**src/rtl/cb_config_loader.sv**
```systemverilog
// Connection-block configuration loader: assembles IW-bit words into a shadow vector and commits all CW bits atomically.
// Optional macro CB_CFG_PARITY_EN adds per-word even parity (in_par) and a sticky par_err flag.
module cb_config_loader #(
  parameter int CW = 248,
  parameter int IW = 8
) (
  input  logic                               clk,
  input  logic                               rst,
  input  logic                               start,
  input  logic                               abort,
  input  logic                               in_valid,
  output logic                               in_ready,
  input  logic [IW-1:0]                      in_data,
  input  logic                               in_last,
`ifdef CB_CFG_PARITY_EN
  input  logic                               in_par,
  output logic                               par_err,
`endif
  output logic                               busy,
  output logic                               done,
  output logic                               err,
  output logic [$clog2(((CW+IW-1)/IW)+1)-1:0] word_cnt,
  output logic [CW-1:0]                      c_out
);

  localparam int NW   = (CW + IW - 1) / IW;
  localparam int CNTW = $clog2(NW + 1);
  localparam logic [CNTW-1:0] LAST_IDX = CNTW'(NW - 1);

  typedef enum logic [1:0] {
    S_IDLE,
    S_LOAD,
    S_COMMIT,
    S_ERR
  } state_t;

  state_t          r_state;
  state_t          w_state_next;
  logic [CNTW-1:0] r_word_cnt;
  logic [CW-1:0]   r_c;
  logic            r_done;
  logic [CW-1:0]   w_shadow;
  logic            w_hs;
  logic            w_accept;
  logic            w_par_bad;
  logic            w_start_ok;

  assign w_hs       = (r_state == S_LOAD) && in_valid;
  // A word offered together with abort is consumed but never written.
  assign w_accept   = w_hs && !abort;
  assign w_start_ok = start && ((r_state == S_IDLE) || (r_state == S_ERR));

`ifdef CB_CFG_PARITY_EN
  logic r_par_err;
  assign w_par_bad = ((^in_data) != in_par);
  assign par_err   = r_par_err;

  always_ff @(posedge clk or posedge rst) begin
    if (rst) begin
      r_par_err <= 1'b0;
    end else if (w_start_ok) begin
      r_par_err <= 1'b0;
    end else if (w_accept && w_par_bad) begin
      r_par_err <= 1'b1;
    end
  end
`else
  assign w_par_bad = 1'b0;
`endif

  always_comb begin
    w_state_next = r_state;
    in_ready     = 1'b0;
    busy         = 1'b0;
    case (r_state)
      S_IDLE: begin
        if (start) w_state_next = S_LOAD;
      end
      S_LOAD: begin
        in_ready = 1'b1;
        busy     = 1'b1;
        if (abort) begin
          w_state_next = S_IDLE;
        end else if (in_valid) begin
          if (w_par_bad) begin
            w_state_next = S_ERR;
          end else if (r_word_cnt == LAST_IDX) begin
            w_state_next = in_last ? S_COMMIT : S_ERR;
          end else if (in_last) begin
            w_state_next = S_ERR;
          end
        end
      end
      S_COMMIT: begin
        busy         = 1'b1;
        w_state_next = S_IDLE;
      end
      S_ERR: begin
        if (start) w_state_next = S_LOAD;
      end
      default: w_state_next = S_IDLE;
    endcase
  end

  always_ff @(posedge clk or posedge rst) begin
    if (rst) begin
      r_state    <= S_IDLE;
      r_word_cnt <= '0;
      r_c        <= '0;
      r_done     <= 1'b0;
    end else begin
      r_state <= w_state_next;
      r_done  <= (r_state == S_COMMIT);
      if (r_state == S_COMMIT) r_c <= w_shadow;
      if (w_start_ok) begin
        r_word_cnt <= '0;
      end else if (w_accept) begin
        r_word_cnt <= r_word_cnt + 1'b1;
      end
    end
  end

  // One register per word slot; the top slot is narrower when CW is not a multiple of IW.
  for (genvar gi = 0; gi < NW; gi++) begin : g_slot
    localparam int LO = gi * IW;
    localparam int SW = ((CW - LO) < IW) ? (CW - LO) : IW;
    logic [SW-1:0] r_slot;

    always_ff @(posedge clk or posedge rst) begin
      if (rst) begin
        r_slot <= '0;
      end else if (w_accept && (r_word_cnt == CNTW'(gi))) begin
        r_slot <= in_data[SW-1:0];
      end
    end

    assign w_shadow[LO +: SW] = r_slot;
  end

  assign err      = (r_state == S_ERR);
  assign done     = r_done;
  assign word_cnt = r_word_cnt;
  assign c_out    = r_c;

endmodule

```
**config.mk**
```make
export PLATFORM = sky130hd
export DESIGN_NAME = cb_config_loader
export DESIGN_NICKNAME = d
export VERILOG_FILES = /design/src/rtl/cb_config_loader.sv
export SDC_FILE = /design/constraint.sdc
export NUM_CORES = 1
export LEC_CHECK = 0
export ABC_AREA = 1
export BUFFER_PORTS_ARGS = -buffer_cell sky130_fd_sc_hd__buf_2
export CORE_ASPECT_RATIO = 1.1
export CORE_MARGIN = 5
export CORE_UTILIZATION = 45
export DETAILED_ROUTE_END_ITERATION = 12
export GPL_TIMING_DRIVEN = 0
export PLACE_DENSITY_LB_ADDON = 0.25
export RECOVER_POWER = 100
export SYNTH_ARGS = -nofsm -noshare
export SYNTH_HDL_FRONTEND = slang
export SYNTH_SLANG_ARGS = --single-unit
```
**constraint.sdc**
```tcl
create_clock -name clk -period 19.6 [get_ports clk]
set_input_delay 4.9 -clock clk [delete_from_list [all_inputs] [get_ports clk]]
set_output_delay 4.9 -clock clk [all_outputs]
set_load 0.01 [all_outputs]
```
==> Word-level counts from Yosys, hierarchy flattened <==
Index checks and enable logic that the tools add are counted.
{ "classes": {"addsub": 1, "n_mul": 0, "div": 0, "magnitude_cmp": 0, "eq_ne": 36, "shifts": 0, "mux": 11, "bitwise_logic": 0, "n_reduce_logical": 42} }
{ "ops": {"columns": ["op", "n"], "rows": [
  ["$eq A5 B5 Y1 const B", 15],
  ["$eq A5 B4 Y1 const B", 8],
  ["$logic_and A1 B1 Y1", 34],
  ["$eq A5 B3 Y1 const B", 4],
  ["$eq A5 B2 Y1 const B", 2],
  ["$mux W2", 5],
  ["$mux W5", 2],
  ["$pmux W2 S3", 1],
  ["$add A5 B1 Y5 const B", 1],
  ["$eq A5 B1 Y1 const B", 1],
  ["$logic_not A5 Y1", 1],
  ["$eq A2 B2 Y1 const B", 2],
  ["$ne A4 B3 Y1 const B", 1],
  ["$reduce_or A2 Y1", 2],
  ["$mux W1", 3],
  ["$ne A3 B3 Y1 const B", 1],
  ["$reduce_and A3 Y1", 1],
  ["$eq A2 B1 Y1 const B", 1],
  ["$logic_not A2 Y1", 1],
  ["$ne A2 B1 Y1 const B", 1],
  ["$reduce_bool A2 Y1", 1],
  ["$logic_not A1 Y1", 1],
  ["$logic_or A1 B1 Y1", 1]
]} }
{ "totals": {"regBits": 504, "latchBits": 0, "mem_bits_rw": 0, "romBits": 0, "input_bits": 14, "memories": 0} }

==> Longest topological paths before layout <==
Gate-level depths: netlist of the first run.
{ "depth": {"ltp_word": 5, "mapped_depth": 11} }

==> Least setup slack after synthesis of the first run <==
OpenSTA, ideal clock, no wires.
{ "synth_timing": {"path_type": "in2reg", "start": "input abort", "end": "register g_slot[21].r_slot[0]", "setup_ns": 0.129, "arrival_time_ns": 5.811, "setup_slack_ns": 13.660, "stages": 8, "n_path_buf": 2, "path_cell_list": "nor2_2 nand2_4 nor2_8 buf_12 nand2_4 buf_6 nand2_1 o21ai_2"} }
{ "synth_via": {"elab_chain_len": 3} }
{ "synth_rtl": {"columns": ["element", "line", "source"], "rows": [
  ["from (decl)", "10", "input logic abort,"],
  ["$logic_not A1 Y1", "50", "assign w_accept = w_hs && !abort;"],
  ["$logic_and A1 B1 Y1", "50", null],
  ["$logic_and A1 B1 Y1", "132", "end else if (w_accept && (r_word_cnt == CNTW'(gi))) begin"],
  ["to (signal assigned)", "133", "r_slot <= in_data[SW-1:0];"],
  ["to (decl)", "127", "logic [SW-1:0] r_slot;"]
]} }
No other way between the ends.
A chain may end at the register's enable or synchronous reset.

==> results of run 1 <==
==> area by class of cell <==
cell class	count	area, um2
sequential	504	12600
tap	567	709
clock buffer	71	1490
timing repair buffer	273	1110
clock inverter	22	268
fill	3879	19900
buffer	85	357
inverter	25	95.1
multi-input combinational	845	5520
==> metrics by stage <==
stage | instance area, um2 | TNS [ps] | hold WS, ps | cells
after floorplan | 19100 | 0 | 448 | 1459
after global placement | 21200 | -2041920 | 459 | 2296
after detailed placement | 21200 | 0 | 464 | 2299
after CTS | 23000 | 0 | 481 | 2392
final | 22200 | 0 | 477 | 2392
after global routing | 22200 | 0 | 499 | 2392
==> power by group through the flow <==
stage	sequential, uW	clock (uW)	combinational, uW
4_1_cts	1250	1030	432
3_5_place_dp	1270	0	431
2_1_floorplan	1280	0	240
5_1_grt	1260	1080	436
6_report	1250	1010	392
3_3_place_gp	1260	0	419
==> cell usage after synthesis <==
master	count	share of area
dfrtp_1	504	0.66
nand2_1	275	0.054
mux2_2	248	0.15
o21ai_1	131	0.034
o21ai_0	89	0.023
buf_2	35	0.0092
o21ai_2	32	0.015
clkbuf_1	22	0.0043
inv_1	22	0.0043
buf_6	21	0.012
nand2_4	21	0.012
nor2_1	13	0.0026
nand3_1	10	0.0026
ha_1	9	0.0059
nor2_2	6	0.0020
clkdlybuf4s50_2	5	0.0029
inv_2	3	0.00059
nand2_2	3	0.00098
a21oi_1	2	0.00052
buf_12	2	0.0021
nor2_8	2	0.0021
nand4_1	1	0.00033
nor2_4	1	0.00059
or2_2	1	0.00033
xor2_1	1	0.00046
==> registers in the layout (all words and copies together), names as in the netlist <==
name / count
done: 1
word_cnt: 5
r_state: 2
g_slot.r_slot: 248
c_out: 248
==> critical path: stages <==
cell and delay [ps]:
buf_2 100, clkinvlp_2 2890, buf_16 430, buf_16 530
==> worst paths after layout <==
check	from	slack, ps	depth (start not counted)	to
min reg2reg	g_slot[2].r_slot[7]	480	2	g_slot[2].r_slot[7]
min in group asynchronous	rst	5920	2	c_out[237]
max in group clk	abort	12970	9	g_slot[26].r_slot[0]
min	g_slot[2].r_slot[7]	480	2	g_slot[2].r_slot[7]
max reg2reg	r_state[1]	16650	11	g_slot[26].r_slot[0]
max	rst	10990	4	c_out[98]
==> per-layer routing <==
metal / global-route usage / vias to the layer above
met2: 0.327 / 268
met4: 0.0728 / 0
met1: 0.281 / 6118
li1: - / 5560
met5: 0 / -
met3: 0.0444 / 73
==> logic make-up after synthesis <==
family,Yosys count,synth area share
simple gates,333,0.0779
flops,504,0.661
buf+inv,110,0.0359
mux,248,0.146
fa+ha+maj,9,0.00590
xor+xnor,1,0.000459
compound gates,254,0.0729
==> impl_metrics.toml, run 1 <==
[routing]
dr_wl_met2_um = 22800
met1_length_um = 20800
drt_iter0_drc = 672
ant_nets = 0
num_vias = 12019
drt-pass1-iter-count = 5
top_layer_used = "met4"
viasPerCell = 5.02
wl_um = 47600
wl_per_cell_um = 19.9
drc_errors = 0
wl_met3_um = 2600

[clock_network]
htree_levels = 2
cts_root_buf = "clkbuf_16"
numCtsBuffers = 51
cts_resized = 0
cts_tree = "built"
clkLatencyLatePin_ps = 580
cts_buffer_depth = 3
post_cts_buffers = 0
cts-hold-fix-buffers = 0
clk_pin_slew_ps = 60
clock_sinks = 504

[synth]
avgSynthCellArea_um2 = 13.1
synth_cell_types = 25
yosysWarningCount = 0
synthCells = 1459
syn_nets = 1482
ys_ff_latch = 504
syn_area_mm2 = 0.0191
synth_seq_area_share = 0.661

[global_route]
grt_pass1_vias = 12439
grt_pass1_wl_um = 73800
grt-ovfl-total = 0
grt_start_max_net_pins = 138
antenna_found_initial = 0
track_usage = 0.205

[cells_and_area]
finalNetCount = 1808
area_growth_pct = 16.1
final_cell_mix = "dfrtp_1, clkbuf_1, nand2_1, mux2_2, o21ai_0"
n_antenna_cell = 0
drive_above_1_share = 0.205
fin_util = 0.526
final_common_cell = "dfrtp_1"

[die]
die_area_mm2 = 0.0466
coreArea_mm2 = 0.0421
ios = 271
fp-row-count = 79
fp.dieH_um = 226
fp.dieW_um = 206
start_util = 0.453

[timing]
min_period_ps = 8610
fin_crit_sh = 0.440
drv_slew = 117
fin_worst_skew_ps = 14.5
setup_ws_ps = 10990
rsz0062_at_grt = "false"
setup_violations = 0
hold_viol_final = 0
max_slew_margin = -2.52
fmax_mhz = 116
worst_pin_slew_ps = 5250

[placement]
post-place-ws_ps = 12670
gp_congestion = 0.817
dp_hpwl_um = 32800
port_buffers = 270

[pwr]
clockPowerShare = 0.381
power.internal_uw = 1940
pwr-share-comb = 0.148
leakagePower_uw = 0.0105
power.total_uw = 2650
p_sw_uw = 714
power_per_cell_area_mw_per_mm2 = 120
power_switching_share = 0.269
vdd_drop_max_mv = 0.0747
pwr-share-seq = 0.471

[worst_setup_path]
crit_fanout = 137
cp.arrival_ps = 9260
critical_path_class = "in -> async"
worstSetupEndpointType = "asynchronous set/reset pin"
cp.required_ps = 20240
startpoint_type = "primary input"

[flow_run]
drv_cap = 1

[status]
violations = "max-capacitance violations, max-slew violations"
outcome = "complete, but fails checks"

[hold_path]
worstHoldPathType = "reg -> reg"
Note: power is estimated with default switching activity, not from simulation.
==> run 2: changes to the inputs <==
Clock period 19.6 ns to 7.15 ns, I/O delays scaled along.
==> run 2 against run 1 <==
Net effect: the run still ends with max-capacitance violations, max-slew violations left; cell area about the same; first-iteration DRC count increased by 0.74%; clock skew shrank 3.2 ps; non-clock buffer count increased by 10; clock-buffer cell count up 3; combinational power rose to 2.8 times the previous value; sequential share of layout area is 0.051 points lower; routed wire length rose by 0.55%; sequential power grew to 2.7 times the previous value; critical path type unchanged; setup slack got worse by 8500 ps; highest routed layer unchanged; die area unchanged.
==> impl_metrics.toml, run 2 (synthesis results as in run 1) <==
[die]
coreArea_mm2 = 0.0421
fp.dieW_um = 206
fp.dieH_um = 226
die_area_mm2 = 0.0466
ios = 271
fp-row-count = 79
start_util = 0.453

[routing]
drt_iter0_drc = 677
wl_per_cell_um = 20.0
ant_nets = 0
wl_um = 47900
drc_errors = 0
drt-pass1-iter-count = 5
num_vias = 12207
viasPerCell = 5.09

[clock_network]
clkLatencyLatePin_ps = 570
cts_root_buf = "clkbuf_16"
clk_pin_slew_ps = 60
htree_levels = 2
clock_sinks = 504
cts_buffer_depth = 3
cts-hold-fix-buffers = 0
cts_resized = 0
numCtsBuffers = 49
post_cts_buffers = 0
cts_tree = "built"

[placement]
post_dp_cell_area_mm2 = 0.0214
gp_congestion = 0.811
dp.cells = 2309
port_buffers = 270
dp_hpwl_um = 33600

[timing]
fmax_mhz = 215
fin_worst_skew_ps = 11.4
hold_viol_final = 0
min_period_ps = 4650
rsz0062_at_grt = "false"
fin_crit_sh = 0.650
drv_slew = 60
setup_violations = 0
max_slew_margin = -0.244
setup_tns_ps = 0
worst_pin_slew_ps = 1870

[cells_and_area]
instances_no_fill = 2396
n_antenna_cell = 0
final_common_cell = "dfrtp_1"
fin_area_mm2 = 0.0222
final_cell_mix = "dfrtp_1, clkbuf_1, nand2_1, mux2_2, o21ai_0"
drive_above_1_share = 0.206
area_growth_pct = 16.2
finalNetCount = 1816
fin_util = 0.527

[worst_setup_path]
r2r-start = "r_state[1]"
r2r-end = "g_slot[26].r_slot[7]"
cp-startpoint = "rst"
r2r_slack_ps = 4290
crit_fanout = 43
cp.arrival_ps = 5400
worstSetupEndpointType = "asynchronous set/reset pin"
startpoint_type = "primary input"
cp.required_ps = 7900
critical_path_class = "in -> async"
cp-endpoint = "g_slot[10].r_slot[5]"
r2r_cells = 11

[global_route]
grt_start_max_net_pins = 45
grt_pass1_wl_um = 73900
grt-ovfl-total = 0
antenna_found_initial = 2
grt_pass1_vias = 12429
track_usage = 0.206

[status]
violations = "max-capacitance violations, max-slew violations"
outcome = "complete, but fails checks"

[hold_path]
worstHoldPathType = "reg -> reg"

[flow_run]
drv_cap = 2

[pwr]
vdd_drop_max_mv = 0.178
leakagePower_uw = 0.0105
power_per_cell_area_mw_per_mm2 = 320
==> run 2: cell type report <==
type / count / area [um2]
fill: 3890 / 19900
sequential: 504 / 12600
clock inverter: 13 / 175
tap: 567 / 709
inverter: 25 / 95.1
multi-input combinational: 845 / 5530
buffer: 85 / 357
clock buffer: 74 / 1450
timing repair buffer: 283 / 1250
==> run 2: how the worst min path moves through the flow <==
stage                               startpoint              endpoint  slack, ps  depth (start not counted)
after global placement    g_slot[21].r_slot[0]  g_slot[21].r_slot[0]        460                          2
after CTS                 g_slot[22].r_slot[6]  g_slot[22].r_slot[6]        480                          2
final                     g_slot[17].r_slot[1]  g_slot[17].r_slot[1]        480                          2
after floorplan            g_slot[0].r_slot[0]   g_slot[0].r_slot[0]        450                          2
after detailed placement  g_slot[27].r_slot[4]  g_slot[27].r_slot[4]        470                          2
after global routing      g_slot[27].r_slot[4]  g_slot[27].r_slot[4]        500                          2
==> run 2: critical path, cell delays in order <==
cell and delay, ps:
buf_2 100, clkinvlp_2 740, clkbuf_1 1320, buf_12 320, buf_12 270, buf_12 250
buf_12 260, buf_12 250
==> run 2: power by group <==
part | switching (uW) | leakage (uW) | internal (uW) | total, uW
clock | 1060 | 0.000800 | 1540 | 2600
sequential | 222 | 0.00698 | 3200 | 3420
combinational | 636 | 0.00276 | 444 | 1080
==> run 2: layer usage <==
| metal | track usage | wire (um) | part of all wire |
|---|---|---|---|
| met1 | 0.284 | 21000 | 0.44 |
| met2 | 0.332 | 23000 | 0.48 |
| met3 | 0.0389 | 2540 | 0.053 |
| met4 | 0.0678 | 1300 | 0.027 |
| met5 | 0 | 0 | 0 |
==> run 2: through the flow <==
stage / setup slack [ps] / hold slack, ps / total power (uW)
3_3_place_gp: -4030 / 459 / 4610
2_1_floorplan: -1480 / 448 / 4160
3_5_place_dp: 3210 / 465 / 4650
5_1_grt: 1870 / 499 / 7430
6_report: 2500 / 478 / 7100
4_1_cts: 3640 / 481 / 7270
==> run 3: changes to the inputs <==
Clock period 7.15 ns to 3.8 ns, I/O delays scaled along.
==> run 3 against run 2 <==
Net effect: the flow now finishes without violations; register-to-register slack lost 3200 ps; clock power is 88% higher; sequential share of layout area fell by 0.12 points; final cell count unchanged; routed wire length hardly changed; worst hold slack worse by 1.6 ps; combinational power grew 89%; clock skew decreased by 2.0 ps; cell area increased by 0.21%; core utilization is 0.11 points higher; sequential power is 88% higher.
==> impl_metrics.toml, run 3 (synthesis results as in run 1) <==
[clock_network]
clk_pin_slew_ps = 60
htree_levels = 2
cts_tree = "built"
numCtsBuffers = 49
cts_buffer_depth = 3
clkLatencyLatePin_ps = 570
cts_root_buf = "clkbuf_16"
cts_resized = 0
post_cts_buffers = 0
clock_sinks = 504
cts-hold-fix-buffers = 0

[worst_setup_path]
cp.arrival_ps = 3530
cp-endpoint = "g_slot[10].r_slot[5]"
crit_fanout = 43
startpoint_type = "primary input"
cp.depth = 8
max_stage_delay_ps = 820
r2r_cells = 6
r2r-start = "r_state[0]"
critical_path_class = "in -> async"
slowest_stage = "clkinvlp_2"
critPathMostFrequentCell = "buf_12"
path_cells = "buf_2 -> clkinvlp_2 -> buf_12 -> buf_12 -> buf_12 -> buf_12 -> buf_12 -> buf_12"
worstSetupEndpointType = "asynchronous set/reset pin"
cpLargestDelayFamily = "buffers and inverters"
cp-startpoint = "rst"
r2r-end = "c_out[85]"
r2r_slack_ps = 1060
critPathBufInv = 8
cp.required_ps = 4550

[cells_and_area]
fin_util = 0.528
final_common_cell = "dfrtp_1"
finalNetCount = 1816
final_cell_mix = "dfrtp_1, clkbuf_1, nand2_1, mux2_2, o21ai_0"
drive_above_1_share = 0.208
area_growth_pct = 16.4
fin_area_mm2 = 0.0222
n_antenna_cell = 0
fillers = 3882

[pwr]
power_per_cell_area_mw_per_mm2 = 602
leakagePower_uw = 0.0106
vdd_drop_max_mv = 0.338

[placement]
gp_congestion = 0.811
port_buffers = 270
dp_hpwl_um = 33600
post_dp_cell_area_mm2 = 0.0214

[timing]
fmax_mhz = 360
min_period_ps = 2780
hold_viol_final = 0
finalHoldWorstSlack_ps = 477
drv_slew = 0
rsz0062_at_grt = "false"
max_slew_margin = 0.0468
fin_worst_skew_ps = 9.32
setup_violations = 0
worst_pin_slew_ps = 1420
fin_crit_sh = 0.732

[global_route]
grt_pass1_wl_um = 73900
grt_pass1_vias = 12429
grt-ovfl-total = 0
track_usage = 0.206
grt_start_max_net_pins = 45
antenna_found_initial = 2

[die]
die_area_mm2 = 0.0466
fp-row-count = 79
coreArea_mm2 = 0.0421
fp.dieW_um = 206
fp.dieH_um = 226
start_util = 0.453
ios = 271

[hold_path]
worstHoldPathType = "reg -> reg"

[routing]
wl_met3_um = 2590
wl_per_cell_um = 20.0
top_layer_used = "met4"
drt_iter0_drc = 727
ant_nets = 0
met1_length_um = 20900
wl_um = 47900
drt-pass1-iter-count = 5
viasPerCell = 5.08
dr_wl_met2_um = 23200
num_vias = 12166
drc_errors = 0

[flow_run]
drv_cap = 0

[status]
outcome = "completed"
## run 3: changes by cell type in the layout (fill, tap and decap cells not counted)
| cell | delta |
|---|---|
| clkbuf_1 | -6 |
| buf_12 | +3 |
| buf_2 | +2 |
| clkbuf_2 | +1 |
| nor2_1 | +1 |
| nor2_2 | -1 |
| o21ai_0 | +1 |
| o21ai_2 | -1 |
## run 3: metal layers
metal  GRT usage  up-vias
li1            -     5599
met2       0.332      273
met4      0.0678        0
met1       0.284     6228
met3      0.0389       66
met5           0        -
## run 3: how the worst min path moves through the flow
| stage | start | end | slack (ps) | cells after the start |
|---|---|---|---|---|
| after floorplan | g_slot[0].r_slot[0] | g_slot[0].r_slot[0] | 450 | 2 |
| after global placement | g_slot[21].r_slot[0] | g_slot[21].r_slot[0] | 460 | 2 |
| after detailed placement | g_slot[27].r_slot[4] | g_slot[27].r_slot[4] | 470 | 2 |
| after CTS | rst | c_out[237] | 460 | 2 |
| after global routing | g_slot[27].r_slot[4] | g_slot[27].r_slot[4] | 500 | 2 |
| final | g_slot[9].r_slot[7] | g_slot[9].r_slot[7] | 480 | 2 |
## run 3: final cells by class
class | count | area, um2 | area share
Sequential cell | 504 | 12600 | 0.567
Tap cell | 567 | 709 | 0.0319
Multi-Input combinational cell | 845 | 5520 | 0.248
Buffer | 85 | 389 | 0.0175
Clock inverter | 13 | 175 | 0.00788
Inverter | 25 | 95.1 | 0.00428
Timing Repair Buffer | 283 | 1270 | 0.0574
Clock buffer | 74 | 1450 | 0.0652
## run 3: stage by stage
stage | power, uW | setup TNS, ps | setup WS [ps] | std cells
2_1_floorplan | 7820 | -2011170 | -3990 | 1459
3_3_place_gp | 8670 | -3259720 | -6540 | 2296
3_5_place_dp | 8750 | 0 | 694 | 2309
4_1_cts | 13700 | 0 | 1130 | 2396
5_1_grt | 14000 | 0 | 617 | 2396
6_report | 13400 | 0 | 1020 | 2396
## run 3: worst register-to-register path: cells and delay by family, from the launching register on
family	cells	cell delay, ps
flops	1	430
fa+ha+maj	1	170
buf+inv	4	1620
mux	1	410
## run 3: report_power, final
| group | internal [uW] | switching, uW | leakage (uW) |
|---|---|---|---|
| Sequential | 6020 | 419 | 0.00698 |
| Combinational | 843 | 1200 | 0.00279 |
| Clock | 2900 | 1990 | 0.000800 |
| Total | 9760 | 3610 | 0.0106 |
